--- src/rtl/usb_rx_packet.sv ---
// USB low/full-speed packet receiver: NRZI decode, SYNC hunt, bit unstuffing,
// PID check, payload capture with CRC16 check and EOP validation.
// Optional feature macro: USB_RX_ERRCNT_EN adds a saturating err_count[7:0] output.
module usb_rx_packet #(
    parameter int unsigned DATA_BYTES     = 8,
    parameter int unsigned TIMEOUT_CYCLES = 255,
    parameter int unsigned STUFF_LEN      = 6
) (
    input  logic                    clk,
    input  logic                    rst_l,
    input  logic                    dp,
    input  logic                    dm,
    input  logic                    start_data,
    input  logic                    start_hs,
    output logic                    busy,
    output logic                    done,
    output logic                    success,
    output logic [2:0]              err_code,
    output logic [3:0]              pid,
    output logic                    ack,
    output logic                    nak,
    output logic [8*DATA_BYTES-1:0] rx_data
`ifdef USB_RX_ERRCNT_EN
    ,
    output logic [7:0]              err_count
`endif
);

    localparam int unsigned DBITS = 8 * DATA_BYTES;
    localparam int unsigned BCW   = (DBITS > 16) ? $clog2(DBITS) : 5;
    localparam int unsigned TCW   = $clog2(TIMEOUT_CYCLES + 1);
    localparam int unsigned OCW   = $clog2(STUFF_LEN + 1);

    localparam logic [2:0] ERR_OK      = 3'd0;
    localparam logic [2:0] ERR_TIMEOUT = 3'd1;
    localparam logic [2:0] ERR_PID     = 3'd2;
    localparam logic [2:0] ERR_STUFF   = 3'd3;
    localparam logic [2:0] ERR_CRC     = 3'd4;
    localparam logic [2:0] ERR_EOP     = 3'd5;
    localparam logic [2:0] ERR_UNEXP   = 3'd6;

    localparam logic [3:0]  PID_DATA0  = 4'b0011;
    localparam logic [3:0]  PID_DATA1  = 4'b1011;
    localparam logic [3:0]  PID_ACK    = 4'b0010;
    localparam logic [3:0]  PID_NAK    = 4'b1010;
    localparam logic [15:0] CRC_POLY   = 16'h8005;
    localparam logic [15:0] CRC_RESID  = 16'h800D;
    localparam logic [7:0]  SYNC_PAT   = 8'b0000_0001;

    typedef enum logic [2:0] {
        S_IDLE,
        S_SYNC,
        S_PID,
        S_DATA,
        S_CRC,
        S_EOP
    } state_t;

    state_t             state_q, state_d;
    logic               prev_dp_q;
    logic               mode_data_q;
    logic [7:0]         sync_sr_q;
    logic [TCW-1:0]     tcnt_q;
    logic [OCW-1:0]     ones_q;
    logic [BCW-1:0]     bcnt_q;
    logic [7:0]         pid_sr_q;
    logic [DBITS-1:0]   shadow_q;
    logic [15:0]        crc_q;

    logic               bit_c;
    logic               se0_c;
    logic               j_c;
    logic               zone_c;
    logic               stuff_slot_c;
    logic               take_c;
    logic [7:0]         sync_win_c;
    logic [7:0]         pid_byte_c;
    logic               crc_fb_c;
    logic [15:0]        crc_next_c;
    logic               fin_c;
    logic               fin_ok_c;
    logic [2:0]         fin_err_c;

    // Line decode, unstuff slot detection and CRC next-state
    assign bit_c        = (dp == prev_dp_q);
    assign se0_c        = ~dp & ~dm;
    assign j_c          = dp & ~dm;
    assign zone_c       = (state_q == S_PID) || (state_q == S_DATA) || (state_q == S_CRC);
    assign stuff_slot_c = zone_c && (ones_q == OCW'(STUFF_LEN));
    assign take_c       = zone_c && !se0_c && !stuff_slot_c;
    assign sync_win_c   = {sync_sr_q[6:0], bit_c};
    assign pid_byte_c   = {bit_c, pid_sr_q[7:1]};
    assign crc_fb_c     = bit_c ^ crc_q[15];
    assign crc_next_c   = {crc_q[14:0], 1'b0} ^ (crc_fb_c ? CRC_POLY : 16'h0000);

    // State register
    always_ff @(posedge clk or negedge rst_l) begin
        if (!rst_l) begin
            state_q <= S_IDLE;
        end else begin
            state_q <= state_d;
        end
    end

    // Next-state logic and attempt completion decode
    always_comb begin
        state_d   = state_q;
        fin_c     = 1'b0;
        fin_ok_c  = 1'b0;
        fin_err_c = ERR_OK;
        case (state_q)
            S_IDLE: begin
                if (start_data || start_hs) begin
                    state_d = S_SYNC;
                end
            end
            S_SYNC: begin
                if (sync_win_c == SYNC_PAT) begin
                    state_d = S_PID;
                end else if (tcnt_q == TCW'(TIMEOUT_CYCLES - 1)) begin
                    fin_c     = 1'b1;
                    fin_err_c = ERR_TIMEOUT;
                end
            end
            S_PID, S_DATA, S_CRC: begin
                if (se0_c) begin
                    fin_c     = 1'b1;
                    fin_err_c = ERR_EOP;
                end else if (stuff_slot_c) begin
                    if (bit_c) begin
                        fin_c     = 1'b1;
                        fin_err_c = ERR_STUFF;
                    end
                end else if (state_q == S_PID) begin
                    if (bcnt_q == BCW'(7)) begin
                        if (pid_byte_c[7:4] != ~pid_byte_c[3:0]) begin
                            fin_c     = 1'b1;
                            fin_err_c = ERR_PID;
                        end else if (mode_data_q) begin
                            if (pid_byte_c[3:0] == PID_DATA0 || pid_byte_c[3:0] == PID_DATA1) begin
                                state_d = S_DATA;
                            end else begin
                                fin_c     = 1'b1;
                                fin_err_c = ERR_UNEXP;
                            end
                        end else if (pid_byte_c[3:0] == PID_ACK || pid_byte_c[3:0] == PID_NAK) begin
                            state_d = S_EOP;
                        end else begin
                            fin_c     = 1'b1;
                            fin_err_c = ERR_UNEXP;
                        end
                    end
                end else if (state_q == S_DATA) begin
                    if (bcnt_q == BCW'(DBITS - 1)) begin
                        state_d = S_CRC;
                    end
                end else begin
                    if (bcnt_q == BCW'(15)) begin
                        if (crc_next_c != CRC_RESID) begin
                            fin_c     = 1'b1;
                            fin_err_c = ERR_CRC;
                        end else begin
                            state_d = S_EOP;
                        end
                    end
                end
            end
            S_EOP: begin
                if (bcnt_q == BCW'(0) || bcnt_q == BCW'(1)) begin
                    if (!se0_c) begin
                        fin_c     = 1'b1;
                        fin_err_c = ERR_EOP;
                    end
                end else if (j_c) begin
                    fin_c    = 1'b1;
                    fin_ok_c = 1'b1;
                end else begin
                    fin_c     = 1'b1;
                    fin_err_c = ERR_EOP;
                end
            end
            default: begin
                state_d = S_IDLE;
            end
        endcase
        if (fin_c) begin
            state_d = S_IDLE;
        end
    end

    // Receive datapath: NRZI history, shift registers, counters and CRC
    always_ff @(posedge clk or negedge rst_l) begin
        if (!rst_l) begin
            prev_dp_q   <= 1'b1;
            mode_data_q <= 1'b0;
            sync_sr_q   <= 8'hFF;
            tcnt_q      <= '0;
            ones_q      <= '0;
            bcnt_q      <= '0;
            pid_sr_q    <= '0;
            shadow_q    <= '0;
            crc_q       <= 16'hFFFF;
        end else begin
            prev_dp_q <= (state_q == S_IDLE) ? 1'b1 : dp;

            if (state_q == S_IDLE && (start_data || start_hs)) begin
                mode_data_q <= start_data;
            end

            sync_sr_q <= (state_q == S_SYNC) ? sync_win_c : 8'hFF;
            tcnt_q    <= (state_q == S_SYNC) ? tcnt_q + TCW'(1) : '0;

            if (!zone_c || stuff_slot_c) begin
                ones_q <= '0;
            end else if (take_c) begin
                ones_q <= bit_c ? ones_q + OCW'(1) : '0;
            end

            if (state_d != state_q) begin
                bcnt_q <= '0;
            end else if (take_c || state_q == S_EOP) begin
                bcnt_q <= bcnt_q + BCW'(1);
            end

            if (take_c && state_q == S_PID) begin
                pid_sr_q <= pid_byte_c;
            end

            if (take_c && state_q == S_DATA) begin
                shadow_q <= {bit_c, shadow_q[DBITS-1:1]};
            end

            if (take_c && (state_q == S_DATA || state_q == S_CRC)) begin
                crc_q <= crc_next_c;
            end else if (state_q == S_IDLE || state_q == S_SYNC || state_q == S_PID) begin
                crc_q <= 16'hFFFF;
            end
        end
    end

    // Registered status pulses and last-good packet capture
    always_ff @(posedge clk or negedge rst_l) begin
        if (!rst_l) begin
            busy     <= 1'b0;
            done     <= 1'b0;
            success  <= 1'b0;
            err_code <= ERR_OK;
            ack      <= 1'b0;
            nak      <= 1'b0;
            pid      <= '0;
            rx_data  <= '0;
        end else begin
            busy     <= (state_d != S_IDLE);
            done     <= fin_c;
            success  <= fin_ok_c;
            err_code <= fin_err_c;
            ack      <= fin_ok_c && !mode_data_q && (pid_sr_q[3:0] == PID_ACK);
            nak      <= fin_ok_c && !mode_data_q && (pid_sr_q[3:0] == PID_NAK);
            if (fin_ok_c) begin
                pid <= pid_sr_q[3:0];
                if (mode_data_q) begin
                    rx_data <= shadow_q;
                end
            end
        end
    end

`ifdef USB_RX_ERRCNT_EN
    // Saturating count of failed attempts
    always_ff @(posedge clk or negedge rst_l) begin
        if (!rst_l) begin
            err_count <= 8'h00;
        end else if (fin_c && !fin_ok_c && err_count != 8'hFF) begin
            err_count <= err_count + 8'd1;
        end
    end
`endif

endmodule

--- config.mk ---
export PLATFORM = sky130hd
export DESIGN_NAME = usb_rx_packet
export DESIGN_NICKNAME = d
export VERILOG_FILES = /design/src/rtl/usb_rx_packet.sv
export SDC_FILE = /design/constraint.sdc
export NUM_CORES = 1
export LEC_CHECK = 0
export BUFFER_PORTS_ARGS = -buffer_cell sky130_fd_sc_hd__buf_2
export CORE_MARGIN = 1.5
export CORE_UTILIZATION = 58
export DETAILED_ROUTE_END_ITERATION = 7
export GPL_TIMING_DRIVEN = 0
export HOLD_SLACK_MARGIN = 0.08
export PLACE_DENSITY_LB_ADDON = 0.3
export SYNTH_ARGS = -nofsm -noshare
export SYNTH_HDL_FRONTEND = slang
export SYNTH_SLANG_ARGS = --single-unit
--- constraint.sdc ---
create_clock -name clk -period 2.8 [get_ports clk]
set_input_delay 0.84 -clock clk [delete_from_list [all_inputs] [get_ports clk]]
set_output_delay 0.84 -clock clk [all_outputs]
set_load 0.005 [all_outputs]
==> results of run 1 <==
[layout make-up]
| cell class | instances | area share |
|---|---|---|
| buffer | 23 | 0.0136 |
| multi-input combinational | 338 | 0.321 |
| sequential | 193 | 0.528 |
| inverter | 10 | 0.00408 |
| clock buffer | 24 | 0.0534 |
| clock inverter | 7 | 0.00816 |
| tap | 176 | 0.0239 |
| timing repair buffer | 81 | 0.0476 |
[worst max-delay path by stage]
| stage | startpoint | end | slack [ps] | depth (start not counted) |
|---|---|---|---|---|
| floorplan | dp | shadow_q[10] | 50 | 6 |
| global placement | rst_l | shadow_q[30] | -1950 | 1 |
| detailed placement | dp | shadow_q[29] | -740 | 6 |
| CTS | bcnt_q[0] | rx_data[58] | 10 | 10 |
| global route | bcnt_q[1] | rx_data[61] | 0.9 | 10 |
| finish | mode_data_q | bcnt_q[4] | 130 | 7 |
[registers in the layout, indices dropped and copies added, names as in the netlist]
signal / flops
crc_q: 16
prev_dp_q: 1
success: 1
state_q: 3
ack: 1
pid_sr_q: 8
bcnt_q: 6
tcnt_q: 8
pid: 4
err_code: 3
done: 1
nak: 1
sync_sr_q: 7
mode_data_q: 1
ones_q: 3
busy: 1
rx_data: 64
shadow_q: 64
[routing by layer]
| metal | global-route usage | vias up | routed length, um |
|---|---|---|---|
| li1 | - | 2212 | - |
| met3 | 0.0442 | 22 | 487 |
| met5 | 0 | - | 0 |
| met2 | 0.343 | 95 | 7070 |
| met1 | 0.296 | 2430 | 6710 |
| met4 | 0.0841 | 0 | 255 |
[worst max-delay path: stages (launching register included)]
cell and delay [ps]:
dfrtp_1 480, or4b_1 580, or3_1 330, o31ai_1 380
o221a_2 290, o21ai_0 100, a2bb2oi_2 290, nor3_1 90
[kinds of logic after synthesis]
logic type,share of synthesized area
DFF,0.613
muxes,0.192
and+or+nand+nor,0.0769
AOI/OAI and AO/OA,0.0622
buffers and inverters,0.0196
xor gates and xnor gates,0.0253
adders and majority gates,0.0111
[Yosys cell counts (all sizes together), types with 2 or more instances]
library cell and n:
o22a 15, a211oi 2, mux2 134, nor4 4, dfrtp 169, nor3 14, a31oi 2, clkbuf 13
buf 10, or2 9, or3 6, nor2 21, nor3b 4, nand2 28, dfstp 24, ha 7
a21oi 12, and3 2, inv 10, xor2 10, xnor2 12, or4b 4, o2bb2ai 2, a2bb2oi 2
o21ai 13, nand3 8, o211ai 3, or4 2
[power by group through the flow]
| stage | clock, mW | sequential, mW | combinational (mW) |
|---|---|---|---|
| 6_report | 2.31 | 3.19 | 1.38 |
| 5_1_grt | 2.46 | 3.22 | 1.53 |
| 4_1_cts | 2.36 | 3.19 | 1.35 |
| 3_5_place_dp | 0 | 3.23 | 1.33 |
| 3_3_place_gp | 0 | 3.22 | 1.30 |
| 2_1_floorplan | 0 | 3.18 | 1.01 |
[through the flow]
| stage | util | setup slack [ps] | TNS [ps] | instance area [um2] |
|---|---|---|---|---|
| 5_1_grt | 0.692 | 0.852 | 0 | 9210 |
| 4_1_cts | 0.690 | 12.8 | 0 | 9170 |
| 3_3_place_gp | 0.643 | -1950 | -396520 | 8540 |
| 6_report | 0.692 | 133 | 0 | 9210 |
| 3_5_place_dp | 0.645 | -736 | -51250 | 8580 |
| 2_1_floorplan | - | 51.7 | 0 | 7920 |
[repair_timing]
action / 4_1_cts / 5_1_grt
gates cloned: 0 / 0
resized for setup: 9 / 8
setup endpoints to repair: 122 / 109
==> impl_metrics.yaml, run 1 <==
outcome:
  outcome: "finished, final reports clean"
yosys:
  synth_area_leaders: "dfrtp_1 (53%), mux2_2 (18%), dfstp_2 (8.0%), o22a_1 (1.7%), nand2_1 (1.3%)"
  syn_inst: 564
  async_reset_ff_frac: 1.00
  ys.flop_type: "dfrtp_1"
  syn_area_per_cell_um2: 14.0
  syn_nets: 577
  synth_edf_count: 0
  synth_top_area_share: 0.534
  ys_types: 63
  ys_warn_count: 0
  yosysTopAreaCell: "dfrtp_1"
  synth_area_um2: 7920
  ys_seq_elements: 193
  ys_seq_area_frac: 0.613
route:
  vias: 4759
  vias_per_cell: 5.59
  wire_per_inst_um: 17.0
  drt_iter0_drc: 191
  first_pass_iters: 4
  antenna_left: 0
  drc: 0
  wirelength_um: 14500
sta:
  hold_violations: 0
  slew_headroom: 0.589
  drv_slew: 0
  fmax_ghz: 0.375
  fin_skew_ps: 7.87
  worstMarginPinSlew_ps: 616
  worst_hold_slack_ps: 410
  rsz0062_at_grt: "false"
  setup_violations: 0
  period_share: 0.953
  min_period_ps: 2670
pwr:
  intPower_mw: 4.88
  switching_share: 0.291
  power.leakage_nw: 4.61
  pwr_density_cell_nw_per_um2: 747
  power.total_mw: 6.88
  p_seq_frac: 0.464
  p_sw_mw: 2.00
  vdd_drop_max_mv: 0.462
  clock_power_share: 0.335
  p_comb_frac: 0.201
floorplan:
  die_x_um: 120
  core_um2: 13300
  io_pins: 82
  fp.dieH_um: 120
  die-area_um2: 14400
  initial_core_util: 0.596
  row_count: 42
grt:
  overflow: 0
  grt_pass1_vias: 4775
  grt_pass1_wl_um: 24000
  gr-usage-all-layers: 0.216
  grt_max_degree: 113
  antenna_found_initial: 0
placed_design:
  port_buffers: 80
  gp_congestion: 0.918
  hpwl_um: 10000
  placed_cells: 821
layout:
  diodes: 0
  area.sequential_um2: 4860
  final_nets: 677
  area_delta_synth_final_pct: 16.2
  final_common_cell: "dfrtp_1"
  nFillCells: 919
  drive_above_1_share: 0.462
  multi_input_area_um2: 2960
  final_cell_mix: "dfrtp_1 (168), mux2_2 (130), buf_2 (82)"
  fin_cells: 852
setup_path:
  ff2ff_setup_slack_ps: 130
  path_class: "reg2reg"
  r2r-start: "mode_data_q"
  arrival_ps: 2960
  cp-end-kind: "flip-flop"
  r2r_end: "bcnt_q[4]"
  r2r_cells: 7
  crit_required_ps: 3090
  critPathLaunchType: "flip-flop"
  cp_max_fo: 6
clock_network:
  cts_buffers: 17
  clk_path_buf_depth: 2
  postCtsSetupBuffers: 0
  postCtsHoldBufs: 0
  clk_pin_slew_ps: 70
  clockRootBuffer: "clkbuf_16"
  htreeDepth: 4
  cts_num_sinks: 193
  clock_latency_ps: 420
  cts_tree: "done"
job:
  maxCapViolCount: 0
worst_hold_path:
  min_path_type: "in2async"
Power figures use the tool's default switching activity.
==> run 2: changes to the inputs <==
CORE_UTILIZATION = 60   (was 58)
CTS_BUF_LIST = sky130_fd_sc_hd__clkbuf_2   (was not set)
==> run 2 against run 1 <==
Against the previous run: total power is 15% lower; cell count is 0.23% lower; die area is 3.3% lower; clock power is 47% lower; sequential share of layout area is 2.1 points higher; clock skew is 24 ps higher; critical path depth is 2 higher; flip-flop and latch count stayed put; hold slack worse by 60 ps; sequential power hardly changed.
==> impl_metrics.yaml, run 2 (synthesis gave the netlist of run 1 again) <==
route:
  first_pass_iters: 5
  antenna_left: 0
  wirelength_um: 14300
  drc: 0
  vias_per_cell: 5.66
  drt_iter0_drc: 350
  wire_per_inst_um: 16.8
  vias: 4809
setup_path:
  path_class: "reg2reg"
  crit_path_max_incr_delay_ps: 660
  crit_chain: "inv_1 -> ha_1 -> nor2_1 -> nor3_2 -> or4b_1 -> inv_2 -> nand2_2 -> buf_4 -> mux2_1"
  critPathLaunchType: "flip-flop"
  cp-end-kind: "flip-flop"
  cp_max_fo: 10
  arrival_ps: 3280
  crit_required_ps: 3480
  crit_slowest_cell: "or4b_1"
sta:
  fmax_ghz: 0.385
  hold_violations: 0
  worst_hold_slack_ps: 350
  period_share: 0.928
  slew_headroom: 0.570
  fin_skew_ps: 32.3
  worstMarginPinSlew_ps: 645
  min_period_ps: 2600
  finalSetupTns_ps: 0
  setup_violations: 0
  rsz0062_at_grt: "false"
  drv_slew: 0
layout:
  final_nets: 677
  top_regs: "rx_data (64), shadow_q (64), crc_q (16)"
  drive_above_1_share: 0.470
  nFillCells: 898
  area_delta_synth_final_pct: 11.7
  final_common_cell: "dfrtp_1"
  final_cell_mix: "dfrtp_1 (168), mux2_2 (130), buf_2 (82)"
clock_network:
  htreeDepth: 4
  clock_latency_ps: 760
  cts_num_sinks: 193
  cts_buffers: 17
  cts_tree: "done"
  clockRootBuffer: "clkbuf_2"
  clk_path_buf_depth: 2
  clk_pin_slew_ps: 250
grt:
  overflow: 0
  grt_pass1_vias: 4885
  grt_pass1_wl_um: 24100
  grt_max_degree: 107
  antenna_found_initial: 1
  gr-usage-all-layers: 0.218
pwr:
  intPower_mw: 3.91
  power.leakage_nw: 4.47
  pwr_density_cell_nw_per_um2: 659
  vdd_drop_max_mv: 0.391
  p_seq_frac: 0.546
  p_comb_frac: 0.243
  clock_power_share: 0.211
  p_sw_mw: 1.92
  switching_share: 0.330
worst_hold_path:
  min_path_type: "in2reg"
floorplan:
  die_x_um: 118
  initial_core_util: 0.620
  fp.dieH_um: 118
  die-area_um2: 13900
  core_um2: 12800
  row_count: 41
  io_pins: 82
job:
  maxCapViolCount: 0
placed_design:
  hpwl_um: 10100
  gp_congestion: 0.907
  port_buffers: 80
outcome:
  outcome: "finished, final reports clean"
-- run 2: metal layers --
layer / vias to the layer above / track usage / wire [um]
met2: 106 / 0.364 / 7310
met1: 2446 / 0.278 / 6190
met4: 0 / 0.0922 / 296
met3: 31 / 0.0460 / 496
met5: - / 0 / 0
li1: 2226 / - / -
-- run 2: cell type report --
class,count,area (um2),area share
flip-flops and latches,193,4860,0.549
multi-input cells,338,2960,0.335
repair buffers,82,448,0.0506
well taps,172,215,0.0243
plain buffers,22,121,0.0137
clock buffers,23,115,0.0130
clock inverters,9,87.6,0.00990
inverters,10,37.5,0.00424
diodes,1,2.50,0.000283
-- run 2: final timing paths --
check                      cells after the start  slack [ps]           to        from
setup / recovery                               9         200  rx_data[58]   bcnt_q[1]
hold / removal                                 2         350  mode_data_q  start_data
setup reg to reg                               9         200  rx_data[58]   bcnt_q[1]
hold reg to reg                                2         510       pid[0]      pid[0]
max in group asynchronous                      3        1230    bcnt_q[0]       rst_l
min in group asynchronous                      2         600  rx_data[58]       rst_l
-- run 2: worst max-delay path: cells and delay by family (launching register included) --
kind / cells / cell delay, ps
adders and majority gates: 1 / 180
buffers and inverters: 3 / 490
DFF: 1 / 430
muxes: 1 / 320
and+or+nand+nor: 4 / 1110
-- run 2: power groups by stage --
stage               combinational [mW]  sequential, mW  clock [mW]
floorplan                         1.01            3.18           0
global placement                  1.31            3.21           0
detailed placement                1.36            3.23           0
CTS                               1.38            3.18        1.27
global route                      1.56            3.22        1.38
finish                            1.42            3.18        1.23
-- run 2: what timing repair did --
action / 4_1_cts / 5_1_grt
endpoints found under the hold margin: 87 / 0
buffers inserted: 0 / 0
setup endpoints to repair: 121 / 83
gates resized for setup: 9 / 9
cloned: 0 / 0
hold buffers: 1 / 0
-- run 2: through the flow --
step                instances  power [mW]   util  setup WS (ps)  area (um2)
floorplan                 564        4.19      -           51.7        7920
global route              850        6.15  0.693           22.3        8850
CTS                       850        5.83  0.690           7.23        8810
detailed placement        817        4.58  0.671           -735        8580
finish                    850        5.83  0.693            200        8850
global placement          816        4.52  0.669          -1960        8540
==> run 3: changes to the inputs <==
CAP_MARGIN = 5   (was not set)
clock period = 2.6 ns   (was 2.8 ns; I/O delays follow)
==> run 3 against run 2 <==
Against the previous run: flip-flop and latch count stayed put; global-route usage is 0.25 points higher; die area stayed put; first-iteration DRC count is 19% lower; non-clock buffer count is 2 higher; via count is 1.0% lower; clock power is 11% higher; count of clock-buffer cells in the layout is 3 lower; clock skew is 7.1 ps lower; utilization is 0.72 points higher; largest cell class unchanged; highest routed layer unchanged.
==> impl_metrics.yaml, run 3 (synthesis gave the netlist of run 1 again) <==
sta:
  rsz0062_at_grt: "true"
  min_period_ps: 2500
  period_share: 0.960
  fmax_ghz: 0.401
  worst_hold_slack_ps: 271
  hold_violations: 0
  fin_skew_ps: 25.2
  finalSetupTns_ps: 0
  slew_headroom: 0.610
  setup_violations: 0
  drv_slew: 0
  worstMarginPinSlew_ps: 585
setup_path:
  path_class: "reg2reg"
  cp.depth: 7
  ff2ff_setup_slack_ps: 100
  crit_slowest_cell: "dfrtp_1"
  r2r-start: "bcnt_q[3]"
  crit_start: "bcnt_q[3]"
  crit_family: "simple AND/OR/NAND/NOR gates"
  crit_top_cell: "nor3_1"
  path_buf_inv: 0
  crit_chain: "or3_4 -> or2_2 -> nor3_1 -> a211oi_1 -> nor4_4 -> xnor2_2 -> nor3_1"
  cp-end-kind: "flip-flop"
  cp-endpoint: "bcnt_q[1]"
  crit_path_max_incr_delay_ps: 470
  crit_required_ps: 3270
  r2r_end: "bcnt_q[1]"
  critPathLaunchType: "flip-flop"
  r2r_cells: 7
  cp_max_fo: 6
  arrival_ps: 3160
floorplan:
  initial_core_util: 0.620
  die-area_um2: 13900
  core_um2: 12800
  io_pins: 82
  die_x_um: 118
  fp.dieH_um: 118
  row_count: 41
clock_network:
  clk_path_buf_depth: 2
  clockRootBuffer: "clkbuf_2"
  cts_num_sinks: 193
  clock_latency_ps: 750
  cts_buffers: 17
  clk_pin_slew_ps: 220
  htreeDepth: 4
  cts_tree: "done"
layout:
  final_nets: 679
  stdcell_area_um2: 8940
  fin_cells: 849
  diodes: 0
  final_cell_mix: "dfrtp_1 (168), mux2_2 (130), buf_2 (82)"
  drive_above_1_share: 0.474
  fin_util: 0.700
  multi_input_area_um2: 3010
  area.sequential_um2: 4860
  top_regs: "rx_data (64), shadow_q (64), crc_q (16)"
  final_common_cell: "dfrtp_1"
  nFillCells: 888
  area_delta_synth_final_pct: 12.8
grt:
  grt_pass1_wl_um: 24300
  gr-usage-all-layers: 0.221
  grt_pass1_vias: 4820
  antenna_found_initial: 0
  overflow: 0
  grt_max_degree: 116
placed_design:
  hpwl_um: 9870
  placed_cells: 817
  gp_congestion: 0.858
  placed_cell_area_um2: 8590
  port_buffers: 80
worst_hold_path:
  whs_path_depth: 2
  min_path_type: "in2reg"
job:
  maxCapViolCount: 0
outcome:
  outcome: "finished, final reports clean"
route:
  drt_iter0_drc: 284
  drc: 0
  wire_per_inst_um: 16.6
  vias: 4761
  wirelength_um: 14100
  antenna_left: 0
  first_pass_iters: 4
  vias_per_cell: 5.61
pwr:
  vdd_drop_max_mv: 0.455
  pwr_density_cell_nw_per_um2: 713
  power.leakage_nw: 4.49
[run 3: worst min path at each step]
stage                        endpoint  slack [ps]         from
final                     mode_data_q         270   start_data
after global routing      mode_data_q         160   start_data
after CTS                 mode_data_q         190   start_data
after detailed placement       pid[2]         460       pid[2]
after global placement         pid[0]         460       pid[0]
after floorplan                pid[0]         450  pid_sr_q[0]
[run 3: worst reg2reg max path: stages, from the launching register on]
cell and delay [ps]:
dfrtp_1 470, or3_4 440, or2_2 320, nor3_1 220, a211oi_1 160, nor4_4 430
xnor2_2 180, nor3_1 240
[run 3: final cells by class]
class                   instances  share of cell area
flip-flops and latches        193               0.544
multi-input cells             338               0.337
repair buffers                 84              0.0532
well taps                     172              0.0241
plain buffers                  22              0.0136
clock inverters                10              0.0129
clock buffers                  20              0.0112
inverters                      10             0.00448
[run 3: what timing repair did]
action                                 CTS  global route
pin swaps                                0             3
endpoints found under the hold margin   78             0
setup buffers                            0             2
resized for setup                       13            11
hold buffers                             1             0
setup endpoints to repair              132            59
[run 3: report_power, final]
part	leakage, nW	switching [mW]	internal (mW)
logic	1.77	0.935	0.631
registers	2.59	0.197	3.24
clock network	0.123	0.931	0.436
[run 3: layer usage]
| layer | part of all wire | track usage | up-vias |
|---|---|---|---|
| met5 | 0 | 0 | - |
| met4 | 0.013 | 0.0648 | 0 |
| met3 | 0.033 | 0.0538 | 16 |
| met2 | 0.51 | 0.359 | 89 |
| met1 | 0.45 | 0.298 | 2449 |
| li1 | - | - | 2207 |
[run 3: through the flow]
step / power (mW) / setup slack, ps
2_1_floorplan: 4.54 / -5.23
3_3_place_gp: 4.90 / -2090
3_5_place_dp: 4.96 / -684
4_1_cts: 6.37 / 21.8
5_1_grt: 6.77 / -25.7
6_report: 6.37 / 104
